$ cat src/rtl/gb_timer_pkg.sv
// Shared definitions for the Game Boy style timer: register map, TAC tap table and
// reload sequencing states.
package gb_timer_pkg;

    typedef enum logic [1:0] {
        DIV  = 2'd0,
        TIMA = 2'd1,
        TMA  = 2'd2,
        TAC  = 2'd3
    } reg_addr_e;

    typedef enum logic [1:0] {
        IDLE     = 2'd0,
        OVF_WAIT = 2'd1,
        RELOAD   = 2'd2
    } reload_state_e;

    // sys_cnt bit watched by TIMA for each TAC[1:0] setting
    localparam int unsigned TAP_SEL_00 = 9;
    localparam int unsigned TAP_SEL_01 = 3;
    localparam int unsigned TAP_SEL_10 = 5;
    localparam int unsigned TAP_SEL_11 = 7;

endpackage

$ cat src/rtl/gb_tick_prescaler.sv
// Divides clk down to a one-cycle tick enable every TICK_DIV cycles; a clear restarts
// the count so the next tick lands TICK_DIV cycles later.
module gb_tick_prescaler #(
    parameter int unsigned TICK_DIV = 1
) (
    input  logic clk_i,
    input  logic rst_i,
    input  logic clr_i,
    output logic tick_o
);

    localparam logic [7:0] LAST = 8'(TICK_DIV - 1);

    logic [7:0] cnt_q, cnt_d;

    assign tick_o = (cnt_q == LAST);

    always_comb begin
        cnt_d = cnt_q + 8'd1;
        if (clr_i || tick_o) begin
            cnt_d = 8'd0;
        end
    end

    always_ff @(posedge clk_i or posedge rst_i) begin
        if (rst_i) begin
            cnt_q <= 8'd0;
        end else begin
            cnt_q <= cnt_d;
        end
    end

endmodule

$ cat src/rtl/gb_timer_unit.sv
// DIV/TIMA/TMA/TAC timer block: free-running system counter, falling-edge driven TIMA
// with delayed TMA reload and a one-cycle interrupt pulse.
module gb_timer_unit
    import gb_timer_pkg::*;
#(
    parameter int unsigned DIV_W      = 16,
    parameter int unsigned TIMA_W     = 8,
    parameter int unsigned TICK_DIV   = 1,
    parameter int unsigned RELOAD_DLY = 4
) (
    input  logic              clk,
    input  logic              Reset,
    input  logic              wr_en,
    input  logic              rd_en,
    input  logic [1:0]        addr,
    input  logic [TIMA_W-1:0] wdata,
    output logic [TIMA_W-1:0] rdata,
    output logic              irq,
    output logic [7:0]        div_out
);

    localparam logic [3:0]        RL_LAST  = 4'(RELOAD_DLY - 1);
    localparam logic [TIMA_W-1:0] TIMA_MAX = '1;

    logic                tick;
    logic [DIV_W-1:0]    sys_cnt_q, sys_cnt_d;
    logic [2:0]          tac_q, tac_d;
    logic [TIMA_W-1:0]   tima_q, tima_d;
    logic [TIMA_W-1:0]   tma_q, tma_d;
    logic [TIMA_W-1:0]   rdata_q, rdata_d;
    reload_state_e       state_q, state_d;
    logic [3:0]          rl_cnt_q, rl_cnt_d;
    logic                tap, tin, tin_q, fall;
    logic                wr_div, wr_tima, wr_tma, wr_tac;
    logic                reload_fire;
    logic [7:0]          div_val;

    assign wr_div  = wr_en && (addr == DIV);
    assign wr_tima = wr_en && (addr == TIMA);
    assign wr_tma  = wr_en && (addr == TMA);
    assign wr_tac  = wr_en && (addr == TAC);

    gb_tick_prescaler #(
        .TICK_DIV(TICK_DIV)
    ) u_prescaler (
        .clk_i (clk),
        .rst_i (Reset),
        .clr_i (wr_div),
        .tick_o(tick)
    );

    assign div_val = sys_cnt_q[DIV_W-1 -: 8];
    assign div_out = div_val;
    assign rdata   = rdata_q;
    assign irq     = (state_q == RELOAD);

    always_comb begin
        tap = 1'b0;
        unique case (tac_q[1:0])
            2'b00: tap = sys_cnt_q[TAP_SEL_00];
            2'b01: tap = sys_cnt_q[TAP_SEL_01];
            2'b10: tap = sys_cnt_q[TAP_SEL_10];
            2'b11: tap = sys_cnt_q[TAP_SEL_11];
            default: tap = 1'b0;
        endcase
    end

    // Any 1->0 of the gated tap counts, including ones caused by DIV or TAC writes.
    assign tin  = tap & tac_q[2];
    assign fall = tin_q & ~tin;

    assign reload_fire = (state_q == OVF_WAIT) && tick && (rl_cnt_q == RL_LAST);

    always_comb begin
        sys_cnt_d = sys_cnt_q;
        if (wr_div) begin
            sys_cnt_d = '0;
        end else if (tick) begin
            sys_cnt_d = sys_cnt_q + DIV_W'(1);
        end
    end

    always_comb begin
        tac_d    = wr_tac ? wdata[2:0] : tac_q;
        tma_d    = wr_tma ? wdata : tma_q;
        tima_d   = tima_q;
        state_d  = state_q;
        rl_cnt_d = rl_cnt_q;
        unique case (state_q)
            OVF_WAIT: begin
                if (reload_fire) begin
                    // The reload clk ignores TIMA writes but honours a same-clk TMA write.
                    tima_d   = wr_tma ? wdata : tma_q;
                    state_d  = RELOAD;
                    rl_cnt_d = 4'd0;
                end else if (wr_tima) begin
                    tima_d   = wdata;
                    state_d  = IDLE;
                    rl_cnt_d = 4'd0;
                end else if (tick) begin
                    rl_cnt_d = rl_cnt_q + 4'd1;
                end
            end
            default: begin
                state_d = IDLE;
                if (wr_tima) begin
                    tima_d = wdata;
                end else if (fall) begin
                    if (tima_q == TIMA_MAX) begin
                        tima_d   = '0;
                        state_d  = OVF_WAIT;
                        rl_cnt_d = 4'd0;
                    end else begin
                        tima_d = tima_q + TIMA_W'(1);
                    end
                end
            end
        endcase
    end

    always_comb begin
        rdata_d = rdata_q;
        if (rd_en) begin
            unique case (addr)
                DIV:     rdata_d = TIMA_W'(div_val);
                TIMA:    rdata_d = tima_q;
                TMA:     rdata_d = tma_q;
                TAC:     rdata_d = {{(TIMA_W-3){1'b1}}, tac_q};
                default: rdata_d = rdata_q;
            endcase
        end
    end

    always_ff @(posedge clk or posedge Reset) begin
        if (Reset) begin
            sys_cnt_q <= '0;
            tac_q     <= 3'd0;
            tima_q    <= '0;
            tma_q     <= '0;
            rdata_q   <= '0;
            state_q   <= IDLE;
            rl_cnt_q  <= 4'd0;
            tin_q     <= 1'b0;
        end else begin
            sys_cnt_q <= sys_cnt_d;
            tac_q     <= tac_d;
            tima_q    <= tima_d;
            tma_q     <= tma_d;
            rdata_q   <= rdata_d;
            state_q   <= state_d;
            rl_cnt_q  <= rl_cnt_d;
            tin_q     <= tin;
        end
    end

endmodule

$ cat config.mk
export PLATFORM = sky130hd
export DESIGN_NAME = gb_timer_unit
export DESIGN_NICKNAME = d
export VERILOG_FILES = /design/src/rtl/gb_timer_pkg.sv /design/src/rtl/gb_tick_prescaler.sv /design/src/rtl/gb_timer_unit.sv
export SDC_FILE = /design/constraint.sdc
export NUM_CORES = 1
export LEC_CHECK = 0
export ABC_AREA = 1
export BUFFER_PORTS_ARGS = -buffer_cell sky130_fd_sc_hd__buf_2
export CORE_AREA = 3 3 113 115
export CTS_CLUSTER_DIAMETER = 50
export DETAILED_ROUTE_END_ITERATION = 7
export DIE_AREA = 0 0 116 118
export PLACE_DENSITY = 0.54
export SETUP_SLACK_MARGIN = 0.4
export SKIP_CTS_REPAIR_TIMING = 1
export SLEW_MARGIN = 40
export SYNTH_ARGS = -nofsm -noshare
export SYNTH_HDL_FRONTEND = slang
export SYNTH_SLANG_ARGS = --single-unit
$ cat constraint.sdc
create_clock -name clk -period 4.1 [get_ports clk]
set_input_delay 0.615 -clock clk [delete_from_list [all_inputs] [get_ports clk]]
set_output_delay 0.615 -clock clk [all_outputs]
set_load 0.05 [all_outputs]
Word level (Yosys, flattened, before mapping)
Cells that the tools add are included.
{"block": "totals", "ff_bits": 58, "in_bits": 14, "output_inout_bits": 17, "elab_cells": 70}
{"block": "op_classes", "add_sub_neg": 4, "n_eq_ne": 13, "mux": 25, "n_bitwise": 3, "reduce_logical": 16}
{"cell": "$mux W8", "count": 8}
{"cell": "$mux W16", "count": 2}
{"cell": "$pmux W8 S4", "count": 1}
{"cell": "$mux W4", "count": 7}
{"cell": "$add A16 B1 Y16 const B", "count": 1}
{"cell": "$add A8 B1 Y8 const B", "count": 2}
{"cell": "$eq A2 B2 Y1 const B", "count": 5}
{"cell": "$eq A8 B8 Y1 const B", "count": 1}
{"cell": "$logic_not A8 Y1", "count": 1}
{"cell": "$eq A2 B1 Y1 const B", "count": 3}
{"cell": "$logic_and A1 B1 Y1", "count": 6}
{"cell": "$mux W2", "count": 3}
{"cell": "$reduce_bool A2 Y1", "count": 3}
{"cell": "$add A4 B1 Y4 const B", "count": 1}
{"cell": "$eq A4 B2 Y1 const B", "count": 1}
{"cell": "$logic_not A2 Y1", "count": 2}
{"cell": "$ne A4 B4 Y1 const B", "count": 1}
{"cell": "$pmux W1 S4", "count": 1}
{"cell": "$reduce_and A4 Y1", "count": 1}
{"cell": "$mux W1", "count": 3}
{"cell": "$ne A3 B3 Y1 const B", "count": 1}
{"cell": "$reduce_bool A3 Y1", "count": 1}
{"cell": "$and A1 B1 Y1", "count": 2}
{"cell": "$ne A2 B1 Y1 const B", "count": 1}
{"cell": "3 further kinds", "count": 3}

Depth between registers and ports, before layout
Gate-level depths: netlist (run 1).
{"block": "depth", "ltp_word": 8, "mapped_depth": 11, "mapped_depth_nobuf": 11}

Modules after synthesis
A second synthesis (run 1) with hierarchy kept.
{"block": "hier_totals", "hier_cells": 462, "hier_area_um2": 3392.0}
{"module": "gb_timer_unit", "instances": 1, "cells_per_inst": 403, "area_per_inst_um2": 2954.1, "seq_area_each_um2": 1251.2}
{"module": "gb_tick_prescaler", "instances": 1, "cells_per_inst": 59, "area_per_inst_um2": 437.9, "seq_area_each_um2": 200.2}

Worst setup path before layout (run 1)
OpenSTA, ideal clock, no wires.
{"block": "synth_path", "kind": "register to output", "from": "register state_q[0]", "to": "output port irq", "arrival_time_ns": 1.033, "required_time_ns": 3.485, "path_slack_ns": 2.452, "stages_incl_launch_ff": 2, "n_path_buf": 0, "path_cell_list": "dfrtp_1 > nor2_1"}
{"block": "synth_via", "elab_chain_cells": 1}
{"element": "from (decl)", "line_no": "gb_timer_unit.sv:31", "text": "reload_state_e state_q, state_d;"}
{"element": "from (signal assigned)", "line_no": "gb_timer_unit.sv:150", "text": "state_q <= state_d;"}
{"element": "$eq A2 B2 Y1", "line_no": "gb_timer_unit.sv:55", "text": "assign irq = (state_q == RELOAD);"}
{"element": "to (decl)", "line_no": "gb_timer_unit.sv:18", "text": "output logic irq,"}
No other way between the ends.

Worst setup path in the final report (run 1)
{"block": "layout_path", "from": "register u_prescaler.cnt_q[0]", "to": "register sys_cnt_q[13]"}
{"block": "layout_via", "elab_chain_cells": 2}
{"element": "from (decl)", "line_no": "gb_tick_prescaler.sv:14", "text": "logic [7:0] cnt_q, cnt_d;"}
{"element": "from (signal assigned)", "line_no": "gb_tick_prescaler.sv:29", "text": "cnt_q <= cnt_d;"}
{"element": "$logic_not A8 Y1", "line_no": "gb_tick_prescaler.sv:16", "text": "assign tick_o = (cnt_q == LAST);"}
{"element": "$reduce_bool A2 Y1 (no line)"}
{"element": "to (signal assigned)", "line_no": "gb_timer_unit.sv:145", "text": "sys_cnt_q <= sys_cnt_d;"}
{"element": "to (decl)", "line_no": "gb_timer_unit.sv:26", "text": "logic [DIV_W-1:0] sys_cnt_q, sys_cnt_d;"}
No other way between the ends.
A chain may end at the register's enable or synchronous reset.

==> flow_summary.yaml, run 1 <==
outcome:
  status: "finished clean"
timing:
  slew_violations: 0
  tightestPinTransition_ps: 519
  hold_slack_ps: 337
  finalHoldViolCount: 0
  period_share_pct: 46.7
  setup_slack_ps: 2180
  period_minus_slack_ps: 1920
  rsz0062_at_grt: "false"
  fmax_mhz: 522
  fin_worst_skew_ps: 7.16
  setup_violations: 0
  max_slew_margin_pct: 65.3
  finalSetupTns_ps: 0
placement:
  port_buffers: 30
  place_congestion: 0.835
  pre_cts_ws_ps: 1980
  place_inst: 649
  dpl.hpwl_um: 6720
yosys:
  ys_seq_elements: 58
  synth_cell_types: 34
  synth_area_leaders: "dfrtp_1 (41%), nand2_1 (15%), nand3_1 (6.8%)"
  yosys.area.top_type: "dfrtp_1"
  synth_warnings: 0
  synth.yosys.seq_area_share_pct: 41.4
  syn_nets: 506
  synth.avg_cell_area_um2: 7.21
  syn_area_mm2: 0.00351
  synthCells: 487
  yosysTopAreaCellShare_pct: 41.4
grt:
  grt_max_degree: 41
  gr-total-overflow: 0
  grt_use_total_pct: 13.8
  grt_pass1_wl_um: 15000
  first_global_vias: 3130
  grt_antenna_before_repair: 0
floorplanning:
  dieHeight_um: 118
  num_rows: 40
  start_util_pct: 29.5
  die_x_um: 116
  core-area_mm2: 0.0119
  io_pins: 31
  dieArea_mm2: 0.0137
power_and_ir_drop:
  p_seq_share_pct: 39.8
  p_clk_share_pct: 40.1
  p_int_w: 0.00131
  ir_drop_mv: 0.311
  pwr-share-comb_pct: 20.1
  power.switching_w: 0.000604
  sw_frac_of_total_pct: 31.5
  p_per_area_mw_per_mm2: 474
  leakagePower_nw: 2.09
hold_path:
  worstHoldPathType: "input port to async pin"
clock_tree:
  clk_latency_ps: 330
  htree_levels: 3
  cts_tree: "done"
  numClockSinks: 58
  cts.clk_slew.worst_paths_ps: 50
  cts_buffer_depth: 2
  numCtsBuffers: 9
  cts-root-buf: "clkbuf_16"
setup_path:
  crit_top_cell: "inv_1"
  worstSetupStartpointType: "register"
  critPathSlowestCell: "nor2_4"
  crit_path_cell_trace: "inv_1 -> ha_1 -> nand2_2 -> nor2_4 -> inv_1 -> nand2_2 -> inv_1 -> nand2_1 -> o21ai_1"
  cp_max_fo: 19
  cp_slowest_stage_delay_ps: 420
  worstPathRequired_ps: 4310
  cp.arrival_ps: 2130
  crit_type: "register to register"
  end_kind: "register"
  r2r_cells: 9
routing:
  post_drt_wl_per_cell_um: 13.3
  drt-total-wl_um: 8820
  ant_nets: 0
  first_iter_violations: 203
  drc_errors: 0
  dr.pass1.iters: 4
  vias_per_cell: 4.72
  vias: 3136
final_layout:
  syn_to_final_growth_pct: 15.2
  fin_cells: 664
  nets: 532
  mostFrequentLayoutCells: "nand2_1 (138), inv_1 (61), dfrtp_1 (58), nor2_1 (50), nand3_1 (48)"
  antenna_cells: 0
  final_common_cell: "nand2_1"
  drive_gt1_share_pct: 13.7
run:
  maxCapViolCount: 0
path summary, 6_finish.rpt:
kind | from | to | slack [ps]
max | u_prescaler.cnt_q[0] | sys_cnt_q[13] | 2180
min | Reset | rdata[7] | 340
max reg2reg | u_prescaler.cnt_q[0] | sys_cnt_q[13] | 2180
min reg2reg | u_prescaler.cnt_q[0] | u_prescaler.cnt_q[0] | 490
max in group asynchronous | Reset | sys_cnt_q[10] | 3090
min in group clk | u_prescaler.cnt_q[0] | u_prescaler.cnt_q[0] | 490
cells by family (layout without fill, tap and decap cells):
logic type,count (synthesis),after routing,share of synthesized area [%]
fa+ha+maj,5,5,1.78
compound gates,59,59,9.38
xor+xnor,3,3,0.749
buf+inv,81,111,10.4
flops,58,58,41.4
simple gates,281,281,36.3
per-stage QoR:
stage / instance area [um2] / utilization (%) / power (W)
5_1_grt: 4040 / 33.9 / 0.00204
2_1_floorplan: 3510 / - / 0.00104
6_report: 4040 / 33.9 / 0.00192
3_5_place_dp: 3740 / 31.4 / 0.00116
4_1_cts: 4040 / 33.9 / 0.00194
3_3_place_gp: 3730 / 31.4 / 0.00115
worst max-delay path: cells and delay by family, from the launching register on:
family,cells,cell delay [ps]
and+or+nand+nor,4,800
AOI/OAI and AO/OA,1,60
buffers and inverters,3,380
adders and majority gates,1,150
DFF,1,400
synthesized netlist by cell type:
master,instances
nor3_2,1
nand4_1,11
nor2_1,50
a22oi_1,1
o21bai_1,3
a221oi_1,5
o21ai_0,16
nand3_2,5
nand2_1,138
nand3_1,48
buf_2,3
inv_6,1
inv_1,62
xnor2_1,1
buf_6,2
dfrtp_1,58
nor3_1,9
o21ai_1,4
buf_1,1
ha_1,5
xor2_1,2
and3_1,1
or2_2,1
nand2_8,1
inv_2,2
nand3b_1,2
nor2_4,3
o22ai_1,3
nor2_2,5
buf_4,10
a21oi_1,26
nand2_4,1
nand2_2,5
a31oi_1,1
power groups by stage:
stage / Sequential (W) / Combinational [W] / Clock (W)
finish: 0.000762 / 0.000386 / 0.000768
global route: 0.000776 / 0.000449 / 0.000815
CTS: 0.000758 / 0.000390 / 0.000788
detailed placement: 0.000767 / 0.000389 / 0
global placement: 0.000765 / 0.000385 / 0
floorplan: 0.000781 / 0.000262 / 0
state kept, by name, summed over array words and instances, names as in the netlist:
| signal | cells |
|---|---|
| sys_cnt_q | 16 |
| rdata | 8 |
| tima_q | 8 |
| tma_q | 8 |
| u_prescaler.cnt_q | 8 |
| rl_cnt_q | 4 |
| tac_q | 3 |
| state_q | 2 |
| tin_q | 1 |
routing by layer:
metal	up-vias	global-route usage, %	part of all wire [%]
met1	1438	17.2	45
met3	15	3.65	3.6
met5	-	0	0
met4	0	5.15	2.0
li1	1622	-	-
met2	61	22.6	49
layout make-up:
class | count | area [um2]
repair buffers | 31 | 158
multi-input cells | 348 | 1690
well taps | 147 | 184
flip-flops and latches | 58 | 1450
clock inverters | 2 | 35.0
fillers | 1260 | 7870
inverters | 65 | 251
clock buffers | 13 | 270
Note: power is estimated with default switching activity, not from simulation.
==> run 2: changes to the inputs <==
--- a/config.mk
+++ b/config.mk
@@ -11,7 +11,7 @@
 export CTS_CLUSTER_DIAMETER = 50
 export DETAILED_ROUTE_END_ITERATION = 7
 export DIE_AREA = 0 0 116 118
-export PLACE_DENSITY = 0.54
+export PLACE_DENSITY = 0.56
 export SETUP_SLACK_MARGIN = 0.4
 export SKIP_CTS_REPAIR_TIMING = 1
 export SLEW_MARGIN = 40
==> constraint.sdc (replaced) <==
create_clock -name clk -period 1.7 [get_ports clk]
set_input_delay 0.255 -clock clk [delete_from_list [all_inputs] [get_ports clk]]
set_output_delay 0.255 -clock clk [all_outputs]
set_load 0.05 [all_outputs]
==> run 2 against run 1 <==
Compared with the run above:
- the run now ends with negative hold slack left
- cell area up 11%
- via count is 7.0% higher
- total power rose to 2.5 times the previous value
- critical path type unchanged
==> flow_summary.yaml, run 2 (synthesis gave the netlist of run 1 again) <==
grt:
  grt_pass1_wl_um: 15300
  grt_use_total_pct: 14.2
  grt_max_degree: 59
  grt_antenna_before_repair: 0
  gr-total-overflow: 0
  first_global_vias: 3078
final_layout:
  final_common_cell: "nand2_1"
  drive_gt1_share_pct: 23.5
  antenna_cells: 0
  largest_reg_flops: 16
  nets: 568
  fin_cells: 701
  syn_to_final_growth_pct: 28.3
  mostFrequentLayoutCells: "nand2_1 (135), inv_1 (59), dfrtp_1 (54), nor2_1 (48), nand3_1 (45)"
  finish.utilization_pct: 37.8
  largest-register: "sys_cnt_q"
timing:
  period_minus_slack_ps: 1590
  slew_violations: 0
  tightestPinTransition_ps: 354
  hold_slack_ps: -5.49
  setup_violations: 0
  finalHoldViolCount: 5
  finalSetupTns_ps: 0
  rsz0062_at_grt: "true"
  fmax_mhz: 627
  max_slew_margin_pct: 76.4
  period_share_pct: 93.8
  fin_worst_skew_ps: 8.80
setup_path:
  r2r_end: "tima_q[0]"
  cp_slowest_stage_delay_ps: 400
  cp_top_family: "simple AND/OR/NAND/NOR gates"
  end_kind: "register"
  cp_max_fo: 10
  critPathSlowestCell: "dfrtp_1"
  crit_path_cell_trace: "inv_1 -> ha_2 -> nand2_2 -> nor2_4 -> buf_12 -> nand2_8 -> inv_6 -> nor2_4 -> buf_12 -> nand3_1 -> nand2_1"
  worstSetupStartpointType: "register"
  r2r_start: "u_prescaler.cnt_q[1]"
  r2r_cells: 11
  worstPathRequired_ps: 1920
  critPathBufInv: 4
  cp.arrival_ps: 1810
  ff2ff_setup_slack_ps: 110
  crit_type: "register to register"
routing:
  top_layer: "met4"
  route.met3.wl_um: 445
  wl_met1_um: 4260
  post_drt_wl_per_cell_um: 13.4
  first_iter_violations: 174
  ant_nets: 0
  drc_errors: 0
  wl_met2_um: 4560
  vias: 3356
  dr.pass1.iters: 4
  vias_per_cell: 4.79
  drt-total-wl_um: 9410
clock_tree:
  numClockSinks: 58
  cts-root-buf: "clkbuf_16"
  cts_tree: "done"
  clk_latency_ps: 330
  numCtsBuffers: 9
  cts_buffer_depth: 2
  htree_levels: 3
  cts.clk_slew.worst_paths_ps: 50
placement:
  place_congestion: 0.889
  port_buffers: 30
  dpl.hpwl_um: 6930
  place_inst: 671
power_and_ir_drop:
  leakagePower_nw: 2.26
  ir_drop_mv: 0.786
  p_int_w: 0.00333
  pwr-share-comb_pct: 22.7
  power.switching_w: 0.00154
  p_clk_share_pct: 40.1
  sw_frac_of_total_pct: 31.6
  p_per_area_mw_per_mm2: 1080
  p_seq_share_pct: 37.2
outcome:
  status: "finished with violations"
  violations: "negative hold slack"
floorplanning:
  start_util_pct: 29.5
  dieHeight_um: 118
  num_rows: 40
  io_pins: 31
  die_x_um: 116
  dieArea_mm2: 0.0137
  core-area_mm2: 0.0119
run:
  maxCapViolCount: 0
hold_path:
  worstHoldPathType: "input port to async pin"
## run 2: changes by cell type in the layout (fill, tap and decap cells not counted), sizes merged
cell,before,now
inv,65,64
clkbuf,13,12
bufinv,1,2
buf,31,66
clkinvlp,0,2
clkinv,1,2
## run 2: worst max-delay path by stage
stage	cells past startpoint	slack (ps)	endpoint	from
6_report	11	110	tima_q[0]	u_prescaler.cnt_q[1]
5_1_grt	11	10	tima_q[6]	u_prescaler.cnt_q[1]
4_1_cts	11	40	tima_q[2]	u_prescaler.cnt_q[0]
3_5_place_dp	11	50	tima_q[2]	u_prescaler.cnt_q[0]
3_3_place_gp	11	90	tima_q[0]	u_prescaler.cnt_q[0]
2_1_floorplan	11	280	tima_q[1]	u_prescaler.cnt_q[0]
## run 2: layout make-up
| cell class | count | area [um2] |
|---|---|---|
| Multi-Input combinational cell | 348 | 1790 |
| Clock inverter | 5 | 77.6 |
| Timing Repair Buffer | 67 | 499 |
| Fill cell | 1236 | 7410 |
| Sequential cell | 58 | 1460 |
| Clock buffer | 11 | 243 |
| Tap cell | 147 | 184 |
| Inverter | 65 | 255 |
## run 2: power by group through the flow
stage	clock network, W	registers (W)	logic [W]
floorplan	0	0.00189	0.000636
global placement	0	0.00182	0.00105
detailed placement	0	0.00182	0.00105
CTS	0.00199	0.00180	0.00105
global route	0.00207	0.00184	0.00125
finish	0.00195	0.00181	0.00111
## run 2: per-layer routing
layer,up-vias,track usage [%]
met5,-,0
met4,0,4.57
met3,12,3.96
met2,83,22.4
met1,1572,18.8
li1,1689,-
## run 2: worst register-to-register path, cell delays in order (launching register included)
cell and delay (ps):
dfrtp_1 400, inv_1 70, ha_2 170, nand2_2 60, nor2_4 130, buf_12 150
nand2_8 90, inv_6 90, nor2_4 60, buf_12 140, nand3_1 80, nand2_1 60
## run 2: per-stage QoR
| stage | setup WS [ps] | cell area, um2 | power [W] |
|---|---|---|---|
| 2_1_floorplan | 276 | 3540 | 0.00252 |
| 3_3_place_gp | 85.9 | 3940 | 0.00287 |
| 3_5_place_dp | 53.8 | 3940 | 0.00287 |
| 4_1_cts | 38.6 | 4260 | 0.00484 |
| 5_1_grt | 12.1 | 4500 | 0.00516 |
| 6_report | 106 | 4500 | 0.00487 |
